### src/rtl/fifo_arb_pkg.sv
// Shared definitions for the two-requester FIFO write arbiter: state
// encodings, the default data width, the burst counter width and a
// saturating increment used by the burst counter.
package fifo_arb_pkg;

    localparam int DW_DEFAULT = 8;
    localparam int BCNT_W     = 4;

    // Arbiter states: IDLE, SERVE0, SERVE1 (kept as plain constants so
    // older tools and netlists see a fixed two-bit encoding).
    typedef logic [1:0] arb_state_t;

    localparam arb_state_t IDLE   = 2'd0;
    localparam arb_state_t SERVE0 = 2'd1;
    localparam arb_state_t SERVE1 = 2'd2;

    // Count up by one but never beyond lim.
    function automatic logic [BCNT_W-1:0] sat_inc(
        input logic [BCNT_W-1:0] v,
        input logic [BCNT_W-1:0] lim
    );
        return (v >= lim) ? lim : v + 1'b1;
    endfunction

endpackage

### src/rtl/fifo_wr_arbiter_cnt.sv
// arb_grant_cnt: 8-bit wrapping counter of grants given to one requester.
// Only instantiated when FIFO_ARB_STATS_EN is defined.
module arb_grant_cnt (
    input  logic       clk,
    input  logic       rst,
    input  logic       inc,
    output logic [7:0] count
);

    // Bump once per grant pulse; rolls over from 255 to 0.
    always_ff @(posedge clk) begin
        if (rst) begin
            count <= 8'd0;
        end else if (inc) begin
            count <= count + 8'd1;
        end
    end

endmodule

### src/rtl/fifo_wr_arbiter.sv
// fifo_wr_arbiter: merges two word-at-a-time requesters onto one FIFO write
// port. Arbitration runs only in cycles with no write strobe and a non-full
// FIFO, so a full flag raised by a write is always seen before the next one.
// A burst counter lets one requester take up to MAX_BURST consecutive words
// while the other waits, after which the other side is served.
// Optional build macro FIFO_ARB_STATS_EN adds per-requester grant counters
// on outputs gcnt0/gcnt1.
module fifo_wr_arbiter
    import fifo_arb_pkg::*;
#(
    parameter int DW        = DW_DEFAULT,
    parameter int MAX_BURST = 4
) (
    input  logic          clk,
    input  logic          rst,
    input  logic          req0,
    input  logic [DW-1:0] data0,
    output logic          gnt0,
    input  logic          req1,
    input  logic [DW-1:0] data1,
    output logic          gnt1,
    output logic          fifo_wr,
    output logic [DW-1:0] fifo_din,
    input  logic          fifo_full,
    output logic          last_src
`ifdef FIFO_ARB_STATS_EN
    ,
    output logic [7:0]    gcnt0,
    output logic [7:0]    gcnt1
`endif
);

    localparam logic [BCNT_W-1:0] MAX_B = BCNT_W'(MAX_BURST);
    localparam logic [BCNT_W-1:0] ONE_B = BCNT_W'(1);

    arb_state_t        state;
    arb_state_t        state_d;
    logic [BCNT_W-1:0] bcnt;
    logic [BCNT_W-1:0] bcnt_d;
    logic              take0;
    logic              take1;

    // Decide next grant, state and burst count; nothing moves while a
    // write is in flight or the FIFO is full.
    always_comb begin
        take0   = 1'b0;
        take1   = 1'b0;
        state_d = state;
        bcnt_d  = bcnt;
        if (!fifo_wr && !fifo_full) begin
            case (state)
                IDLE: begin
                    if (req0 && req1) begin
                        take0 = last_src;
                        take1 = !last_src;
                    end else begin
                        take0 = req0;
                        take1 = req1;
                    end
                    if (take0) begin
                        state_d = SERVE0;
                        bcnt_d  = ONE_B;
                    end else if (take1) begin
                        state_d = SERVE1;
                        bcnt_d  = ONE_B;
                    end
                end
                SERVE0: begin
                    if (req0 && (bcnt < MAX_B || !req1)) begin
                        take0  = 1'b1;
                        bcnt_d = sat_inc(bcnt, MAX_B);
                    end else if (req1) begin
                        take1   = 1'b1;
                        state_d = SERVE1;
                        bcnt_d  = ONE_B;
                    end else begin
                        state_d = IDLE;
                        bcnt_d  = '0;
                    end
                end
                SERVE1: begin
                    if (req1 && (bcnt < MAX_B || !req0)) begin
                        take1  = 1'b1;
                        bcnt_d = sat_inc(bcnt, MAX_B);
                    end else if (req0) begin
                        take0   = 1'b1;
                        state_d = SERVE0;
                        bcnt_d  = ONE_B;
                    end else begin
                        state_d = IDLE;
                        bcnt_d  = '0;
                    end
                end
                default: begin
                    state_d = IDLE;
                    bcnt_d  = '0;
                end
            endcase
        end
    end

    // Register the decision; grant, write strobe, data and source all
    // update on the same edge, and the data word is held between writes.
    always_ff @(posedge clk) begin
        if (rst) begin
            state    <= IDLE;
            bcnt     <= '0;
            gnt0     <= 1'b0;
            gnt1     <= 1'b0;
            fifo_wr  <= 1'b0;
            fifo_din <= '0;
            last_src <= 1'b1;
        end else begin
            state   <= state_d;
            bcnt    <= bcnt_d;
            gnt0    <= take0;
            gnt1    <= take1;
            fifo_wr <= take0 | take1;
            if (take0) begin
                fifo_din <= data0;
                last_src <= 1'b0;
            end else if (take1) begin
                fifo_din <= data1;
                last_src <= 1'b1;
            end
        end
    end

`ifdef FIFO_ARB_STATS_EN
    arb_grant_cnt u_gcnt0 (
        .clk   (clk),
        .rst   (rst),
        .inc   (gnt0),
        .count (gcnt0)
    );

    arb_grant_cnt u_gcnt1 (
        .clk   (clk),
        .rst   (rst),
        .inc   (gnt1),
        .count (gcnt1)
    );
`else
    // No grant statistics in this build.
`endif

endmodule

### config.mk
export PLATFORM = sky130hd
export DESIGN_NAME = fifo_wr_arbiter
export DESIGN_NICKNAME = d
export VERILOG_FILES = /design/src/rtl/fifo_arb_pkg.sv /design/src/rtl/fifo_wr_arbiter_cnt.sv /design/src/rtl/fifo_wr_arbiter.sv
export SDC_FILE = /design/constraint.sdc
export NUM_CORES = 1
export LEC_CHECK = 0
export CORE_MARGIN = 2
export CORE_UTILIZATION = 41
export DETAILED_ROUTE_END_ITERATION = 6
export GPL_TIMING_DRIVEN = 0
export PLACE_DENSITY_LB_ADDON = 0.25
export SKIP_LAST_GASP = 1
export SYNTH_ARGS = -nofsm -noshare
export SYNTH_HDL_FRONTEND = slang
export SYNTH_HIERARCHICAL = 1
export SYNTH_SLANG_ARGS = --single-unit
### constraint.sdc
create_clock -name clk -period 1.7 [get_ports clk]
set_clock_uncertainty 0.1 [all_clocks]
set_input_delay 0.425 -clock clk [delete_from_list [all_inputs] [get_ports clk]]
set_output_delay 0.425 -clock clk [all_outputs]
set_load 0.05 [all_outputs]
==> results of run 1 <==
## synth_stat cells, drive strengths merged, types with 2 or more instances
master   n  area share, %
a21oi   13            6.0
nand3    3            1.4
a211oi   3            3.2
nand2    5            1.7
buf     11            7.3
dfxtp   18             33
nand2b   2            1.2
nor2     6            2.1
and3     2            1.2
and2     2            1.4
or2      5            2.9
o21ai   12            5.5
o32a     8            7.4
o31ai    8            5.5
inv     10            3.5
clkbuf   2           0.69
## logic make-up (layout without fill, tap and decap cells)
group | Yosys count | in the layout
AOI/OAI and AO/OA | 52 | 52
adders and majority gates | 1 | 1
buffers and inverters | 23 | 69
DFF | 18 | 18
muxes | 1 | 1
and+or+nand+nor | 35 | 35
## critical path, delay by kind of cell (launching register included)
kind | cells | cell delay (ns)
AOI/OAI and AO/OA | 3 | 0.56
buffers and inverters | 3 | 0.40
DFF | 1 | 0.35
and+or+nand+nor | 1 | 0.29
## worst paths after layout
| check | startpoint | slack, ns | to | depth (start not counted) |
|---|---|---|---|---|
| min reg2reg | bcnt[1] | 0.39 | bcnt[1] | 2 |
| max reg2reg | state[1] | -0.06 | fifo_din[3] | 7 |
| max | state[1] | -0.06 | fifo_din[3] | 7 |
| min | rst | 0.35 | gnt0 | 2 |
## power by group through the flow
| stage | registers (W) | logic [W] | clock network (W) |
|---|---|---|---|
| 6_report | 0.000489 | 0.000540 | 0.000281 |
| 2_1_floorplan | 0.000595 | 0.000210 | 0 |
| 5_1_grt | 0.000495 | 0.000572 | 0.000303 |
| 4_1_cts | 0.000488 | 0.000447 | 0.000279 |
| 3_5_place_dp | 0.000497 | 0.000446 | 0 |
| 3_3_place_gp | 0.000496 | 0.000442 | 0 |
## registers in the layout (all words and copies together) (netlist names)
register,count
gnt1,1
gnt0,1
bcnt,4
fifo_wr,1
state,2
fifo_din,8
last_src,1
## layout make-up
type	count	area (um2)	share of cell area (%)
inverter	10	37.54	2.188
tap	30	37.54	2.188
timing repair buffer	42	387.9	22.61
sequential	18	372.9	21.74
multi-input combinational	89	693.2	40.41
buffer	13	150.1	8.753
clock buffer	4	36.28	2.115
## layer usage
layer	vias to the layer above	wire length [um]	part of all wire, %
li1	573	-	-
met4	0	78	2.4
met1	563	1291	39
met2	36	1768	54
met5	-	0	0
met3	8	133	4.1
## stage by stage
step           cells  setup TNS (ns)
3_5_place_dp     189          -7.334
4_1_cts          194        -0.07550
5_1_grt          206         -0.6546
2_1_floorplan    130       -0.007759
3_3_place_gp     189          -6.835
6_report         206         -0.2043
## repair_timing
action,in CTS,in global routing
gates resized for setup,33,49
cloned,0,5
pin swaps,2,15
endpoints found under the setup margin,27,23
hold buffers,0,0
setup buffers,1,7
==> summary.txt, run 1 <==
Yosys
  – Multiplexer share of the synthesized area: 0.9227%
  – Netlist Area Pre-Place: 0.001085 mm2
  – Synth Area in Adders: 1.153%
  – Yosys cell types: 41
  – Synthesis warning total: 6
  – Post-synth EDFFs: 0
  – Ys async rst share: 0%
  – Largest family of logic cells by synthesized area: compound AO/OA/AOI/OAI gates
  – Post-synth top flop: dfxtp_1
  – Post-Synthesis Cells: 130
  – Xor/xnor share of the synthesized area: 0%
  – Net Count, Synth: 152
  – Synthesized-area fraction occupied by and/or/nand/nor cells: 19.49%
  – Complex-gate fraction of the synthesized area: 33.79%
  – Sequential area share after synthesis: 33.22%
  – Yosys reg bits: 18
  – Avg Cell Area, Syn: 8.345 um2

Floorplan
  – Ports: 33
  – Core area: 0.002500 mm2
  – Die Height: 55.44 um
  – Initial Util: 43.39%
  – Die X: 55.44 um
  – Row count: 18
  – DIE AREA: 0.003073 mm2

Routing
  – Drt drc: 0
  – DRT antenna net count: 0
  – 1st-iter DRT viols: 26
  – Drt first pass iters: 4
  – Vias: 1180
  – Routed wire per std cell: 15.88 um
  – Final wirelength: 3.271 mm
  – Vias per cell: 5.728

Final layout
  – # diodes: 0
  – Area growth, synth to finish: 58.13%
  – Net count, final: 199
  – Most frequent cells in the layout: clkdlybuf4s50_1 (16), a21oi_1 (12), dfxtp_1 (12)
  – Share of cells above drive strength 1: 35.80%
  – Design area: 0.001715 mm2
  – Core Util, Final: 68.62%
  – FILL cells: 197
  – Most common cell after layout, fill and taps aside: clkdlybuf4s50_1

Setup path
  – Crit Path Class: flop to flop
  – Slowest cell on crit path: dfxtp_2
  – Peak per-stage delay on the critical path: 0.35 ns
  – CP required: 1.83 ns
  – Startpoint types: flop
  – CP Cell Sequence: buf_6 -> a211oi_4 -> and4_1 -> buf_6 -> buf_6 -> o21ai_1 -> a21oi_1
  – Most frequent CP cell: buf_6
  – CP endpoint kind: flop
  – CP arrival: 1.89 ns
  – CP max FO: 5

STA
  – RSZ-0062 raised after global routing: true
  – Final WS setup: -0.05596 ns
  – Fin. max-slew vios: 0
  – Min cycle time layout: 1.756 ns
  – WHS: 0.3461 ns
  – Fmax: 0.5695 GHz
  – Final hold vios: 0
  – Rel. slew slack: 67.79%
  – Worst slew pin tran: 0.4851 ns
  – Count of final setup violators: 8
  – Crit share post-route: 103.3%

Power
  – Tot Pwr: 0.001310 W
  – Switching pwr: 0.0004743 W
  – Clk network pwr share: 21.4%
  – Sequential power share: 37.4%
  – Peak supply drop: 0.5402 mV
  – Logic pwr share: 41.2%
  – Internal Power: 0.0008353 W
  – Leakage power: 0.6974 nW
  – PD cells: 763.5 mW/mm2
  – Net Sw Frac: 36.22%

Clock network
  – Clock Root Buffer: clkbuf_4
  – Worst skew pair latency: 0.31 ns
  – H-Tree Depth: 1
  – Clk buf depth: 2
  – Reg clk slew, reported paths: 0.11 ns
  – Clk sinks: 18
  – CTS tree: built
  – Number of buffers created by CTS: 3

Global routing
  – Grt met2 use: 31.12%
  – GRT overflow: 0
  – First-pass GRT wire length: 4.519 mm
  – Routing usage on met1: 21.41%
  – Number of global-route vias before repair: 1049
  – Grt peak-use layer: met2
  – Antenna violations before repair: 0
  – GRT Util Overall: 17.92%
  – GR Util met3: 2.810%
  – Largest net degree at the start of global routing: 11

Min path
  – Class of the worst hold path: primary input to flop

Place
  – Area of placed instances: 0.001424 mm2
  – I/O Buffers: 29
  – Post-DP HPWL: 1.907 mm
  – Pre-CTS WS: -0.4975 ns
  – Routability cong.: 0.8441

Job
  – Max cap viols: 0

Run status
  – Failing checks: negative setup slack
  – Status: finished with violations
Power figures use the tool's default switching activity.
==> run 2, diff against run 1 <==
SYNTH_HIERARCHICAL = unset   (was 1)
==> results of run 2 <==
The final DEF is identical to that of run 1; final timing and power are the same.
Main changes from that run: Yosys warning count 6 -> 0
==> RTL change 1, RTL diff (flow settings as in run 1) <==
Build with the macro `FIFO_ARB_STATS_EN` defined.
--- a/src/rtl/fifo_wr_arbiter.sv
+++ b/src/rtl/fifo_wr_arbiter.sv
@@ -5,6 +5,8 @@
 // while the other waits, after which the other side is served.
 // Optional build macro FIFO_ARB_STATS_EN adds per-requester grant counters
 // on outputs gcnt0/gcnt1.
+`define FIFO_ARB_STATS_EN
+
 module fifo_wr_arbiter
     import fifo_arb_pkg::*;
 #(
Check against the original RTL (old outputs only; new: gcnt0 and gcnt1): equivalent (Yosys induction, for registers that start in step).
==> RTL change 1 against run 1 <==
  * The flow still finishes with violations (setup timing)
  * Setup slack improved by 0.010 ns
  * Highest routed layer unchanged
  * Combinational power grew 1%
  * Routed wire length rose by 37%
  * Sequential power up 78%
  * Largest power group is now registers
  * Power up 57%
  * Area after synthesis is 63% higher
  * Maximum frequency grew 0.60%
  * Non-clock buffer count grew 12
  * Sequential cell count is 16 higher
  * Largest cell class unchanged
  * Critical path type unchanged
  * Cell area rose by 47%
  * Via count increased by 43%
==> RTL change 1: results (changes against run 1) <==
post-synthesis mux area share 0.0170 (+0.00781); Yosys reg bits 34 (+16); final hold slack 0.375 ns (+0.0286 ns); routability cong. 0.835 (-1.1%); latest clock arrival within the worst-skew pair 0.29 ns (-0.02 ns); Sum Neg Setup Slack -0.0687 ns (+0.136 ns); GRT Resource Usage Total 0.185 (+0.00571); multi-input gate count 143 (+61%); cell area after layout 2530 um^2 (+47%); Synth cell types 46 (+12%); H-tree level count 2 (+1); Non-clock buffering overhead 0.253 (-0.0602); Buffers on Ports 45 (+55%); total vias in the final route 1,685 (+43%); 1st-iter DRT viols 84 (+220%); number of non-clock buffers 67 (+22%); clk tree area frac 0.0361 (+0.0150); Mapped Nets 228 (+50%); required time of the worst setup path 1.77 ns (-0.06 ns); outcome finished, violations left; Worst VDD drop 0.379 mV (-30%); Area contributors post-synth dfxtp_1 (39%), a21oi_1 (5.4%), o21ai_0 (5.1%), o32a_1 (4.5%), nor2_1 (3.4%); first-pass GRT wire length 7270 um (+61%); Largest regs fifo_din: 8 flops, u_gcnt0/count: 8 flops, u_gcnt1/count: 8 flops; Vias/cell 5.40 (-5.7%); Int Pwr 1400 uW (+68%); Final setup viols 4 (-4); Seq/Total Area, Yosys 0.386 (+0.0539); crit path to fifo_din[7]$_SDFFE_PP0P_; multi-input logic area 1010 um^2 (+45%); CP max-delay cell a211oi_4; clock buffer count from CTS 5 (+2); vias in the first global route 1,628 (+55%); Fill cells 379 (+92%); Clock Buffer Count 7 (+3); Placed Cells 299 (+58%); sequential share of cell area 0.273 (+0.0554); violated checks setup timing; Worst-path clk slew 0.07 ns (-0.04 ns); wire per inst 14.4 um (-9.3%); Final WS setup -0.0456 ns (+0.0104 ns); Setup WS pre-CTS -0.533 ns (-0.0354 ns); layout cells sized above 1 0.260 (-0.0984); Post-Syn Instances 204 (+57%); LEAKAGE 0.000991 uW (+42%)
## RTL change 1: cell count changes after synthesis, moves of 4 or more
| cell | delta |
|---|---|
| dfxtp_1 | +16 |
| nand3_1 | +4 |
| xor2_1 | +6 |
| nor2_1 | +10 |
| o21ai_0 | +6 |
| or3_1 | +6 |
| nand4_1 | +4 |
| nand2_1 | +4 |
| a21oi_1 | +6 |
## RTL change 1: logic make-up (layout without fill, tap and decap cells)
group | Yosys count | in the layout
AND/OR/NAND/NOR | 65 | 65
AO/OA/AOI/OAI | 64 | 64
flip-flops | 34 | 34
buffers and inverters | 27 | 85
XOR/XNOR | 8 | 8
adder cells (fa/ha/maj) | 3 | 3
multiplexers | 3 | 3
## RTL change 1: repair_timing
item | 4_1_cts | 5_1_grt
pin swaps | 3 | 9
endpoints found under the setup margin | 43 | 28
setup buffers | 1 | 3
resized for setup | 67 | 41
cloned | 0 | 1
## RTL change 1: layer usage
layer | wire, um | part of all wire | vias to the layer above | global-route usage
li1 | - | - | 853 | -
met2 | 2190 | 0.49 | 54 | 0.323
met5 | 0 | 0 | - | 0
met3 | 267 | 0.059 | 7 | 0.0552
met4 | 65 | 0.014 | 0 | 0.0632
met1 | 1970 | 0.44 | 771 | 0.214
## RTL change 1: power by group through the flow
stage | Clock, uW | Combinational, uW | Sequential, uW
3_3_place_gp | 0 | 489 | 891
3_5_place_dp | 0 | 495 | 890
2_1_floorplan | 0 | 231 | 1000
4_1_cts | 641 | 491 | 871
6_report | 632 | 547 | 871
5_1_grt | 693 | 589 | 876
## RTL change 1: critical path: cells and delay by family, from the launching register on
kind            cells  cell delay, ns
buf+inv             3            0.45
simple gates        1            0.08
flops               1            0.31
compound gates      3            0.69
==> RTL change 2, RTL diff (settings of run 1) <==
Made on the original files. Make the reset (`rst`) asynchronous in one clocked block.
--- a/src/rtl/fifo_wr_arbiter.sv
+++ b/src/rtl/fifo_wr_arbiter.sv
@@ -101,7 +101,7 @@
 
     // Register the decision; grant, write strobe, data and source all
     // update on the same edge, and the data word is held between writes.
-    always_ff @(posedge clk) begin
+    always_ff @(posedge clk or posedge rst) begin
         if (rst) begin
             state    <= IDLE;
             bcnt     <= '0;
Check against the original RTL: differs if rst is asserted again (counterexample within 4 cycles, from zero or initial values and one cycle with rst high); with rst held inactive, the same outputs for 10 cycles.
==> RTL change 2 against run 1 <==
  * The flow still finishes with violations (setup timing)
  * Hold slack gained 0.087 ns
  * Routed wire length decreased by 12%
  * Final cell count down 13%
  * Area after synthesis decreased by 0.92%
  * Global-route usage grew 2.1 points
  * Sequential cell count is the same
  * Cell area fell by 4.4%
  * Die area down 0.85%
  * Setup slack got worse by 0.095 ns
  * Synthesized cell count decreased by 24%
Power is not compared: it rests on default switching activity, and its combinational part moved more than twofold at a synthesized area within 25%.
==> RTL change 2: results (changes against run 1) <==
Placed Cells 160 (-15%); Sum Neg Setup Slack -1.38 ns (-1.18 ns); Post-synth top cells dfrtp_1 (17), a32o_1 (9), and2_1 (8), mux2_4 (8); outcome finished, violations left; Seq/Total Area, Yosys 0.420 (+0.0881); Post-Syn Instances 99 (-24%); CP max-delay cell dfrtp_2; met1 wire length 1340 um (+3.6%); layout cells sized above 1 0.450 (+0.0917); grt met1 use 0.273 (+0.0591); routability cong. 0.849 (+0.62%); actual slew at the worst max-slew pin 0.701 ns (+0.216 ns); Async S/R FF share, synth 1.00 (+1.00); Mapped Nets 121 (-20%); Final WS setup -0.151 ns (-0.0954 ns); Final setup viols 10 (+2); GRT Resource Usage Total 0.200 (+0.0205); worst min path class in -> async; Post-DP HPWL 1910 um (about the same); worst path arrival time 1.94 ns (+0.05 ns); placed instance area 1440 um^2 (+0.88%); final wirelength 2860 um (-12%); post-synthesis compound-gate area fraction 0.193 (-0.145); final hold slack 0.433 ns (+0.0873 ns); met3 wire length 112 um (-16%); critical path's largest stage delay 0.46 ns (+0.11 ns); post-route insts no fill 179 (-13%); Buffers on Ports 31 (+6.9%); Synth cell types 34 (-17%); total vias in the final route 986 (-16%); violated checks setup timing; Area contributors post-synth dfrtp_1 (40%), mux2_4 (11%), a32o_1 (8.4%), and2_1 (4.7%), dfstp_2 (2.4%); fin nets 172 (-14%); Setup WS pre-CTS -0.798 ns (-0.300 ns); post-synthesis mux area share 0.133 (+0.123); worst-path maximum fanout 8 (+3); 1st-iter DRT viols 32 (+23%)
==> RTL change 2: changes by cell type after synthesis, moves of 8 or more <==
| cell | before | now |
|---|---|---|
| a32o_1 | 1 | 9 |
| o31ai_1 | 8 | 0 |
| a21oi_1 | 13 | 5 |
| mux2_4 | 0 | 8 |
| dfrtp_1 | 0 | 17 |
| o21ai_0 | 12 | 4 |
| dfxtp_1 | 18 | 0 |
==> RTL change 2: kinds of logic (layout without fill, tap and decap cells) <==
kind of cell / count (synthesis) / count (layout)
adder cells (fa/ha/maj): 1 / 1
AO/OA/AOI/OAI: 26 / 26
AND/OR/NAND/NOR: 34 / 34
multiplexers: 10 / 10
flip-flops: 18 / 18
buffers and inverters: 10 / 60
==> RTL change 2: layout make-up <==
cell class,instances,area [um^2]
fillers,216,838
well taps,30,37.5
inverters,5,18.8
plain buffers,5,48.8
multi-input cells,71,666
clock buffers,4,36.3
repair buffers,46,377
flip-flops and latches,18,455
==> RTL change 2: worst paths after layout <==
| check | cells past startpoint | end | start |
|---|---|---|---|
| max | 4 | fifo_din[1]$_DFFE_PP0P_ | bcnt[3]$_DFFE_PP0P_ |
| min | 2 | fifo_din[7]$_DFFE_PP0P_ | rst |
| max reg2reg | 4 | fifo_din[1]$_DFFE_PP0P_ | bcnt[3]$_DFFE_PP0P_ |
| min reg2reg | 1 | bcnt[0]$_DFFE_PP0P_ | bcnt[0]$_DFFE_PP0P_ |
| max in group asynchronous | 2 | bcnt[2]$_DFFE_PP0P_ | rst |
| min in group clk | 1 | bcnt[0]$_DFFE_PP0P_ | bcnt[0]$_DFFE_PP0P_ |
==> RTL change 2: timing repair <==
action                                  in CTS  in global routing
pin swaps                                   14                  9
buffers inserted                            14                  1
gates resized for setup                     51                 19
cloned                                       1                  0
endpoints found under the setup margin      29                 26
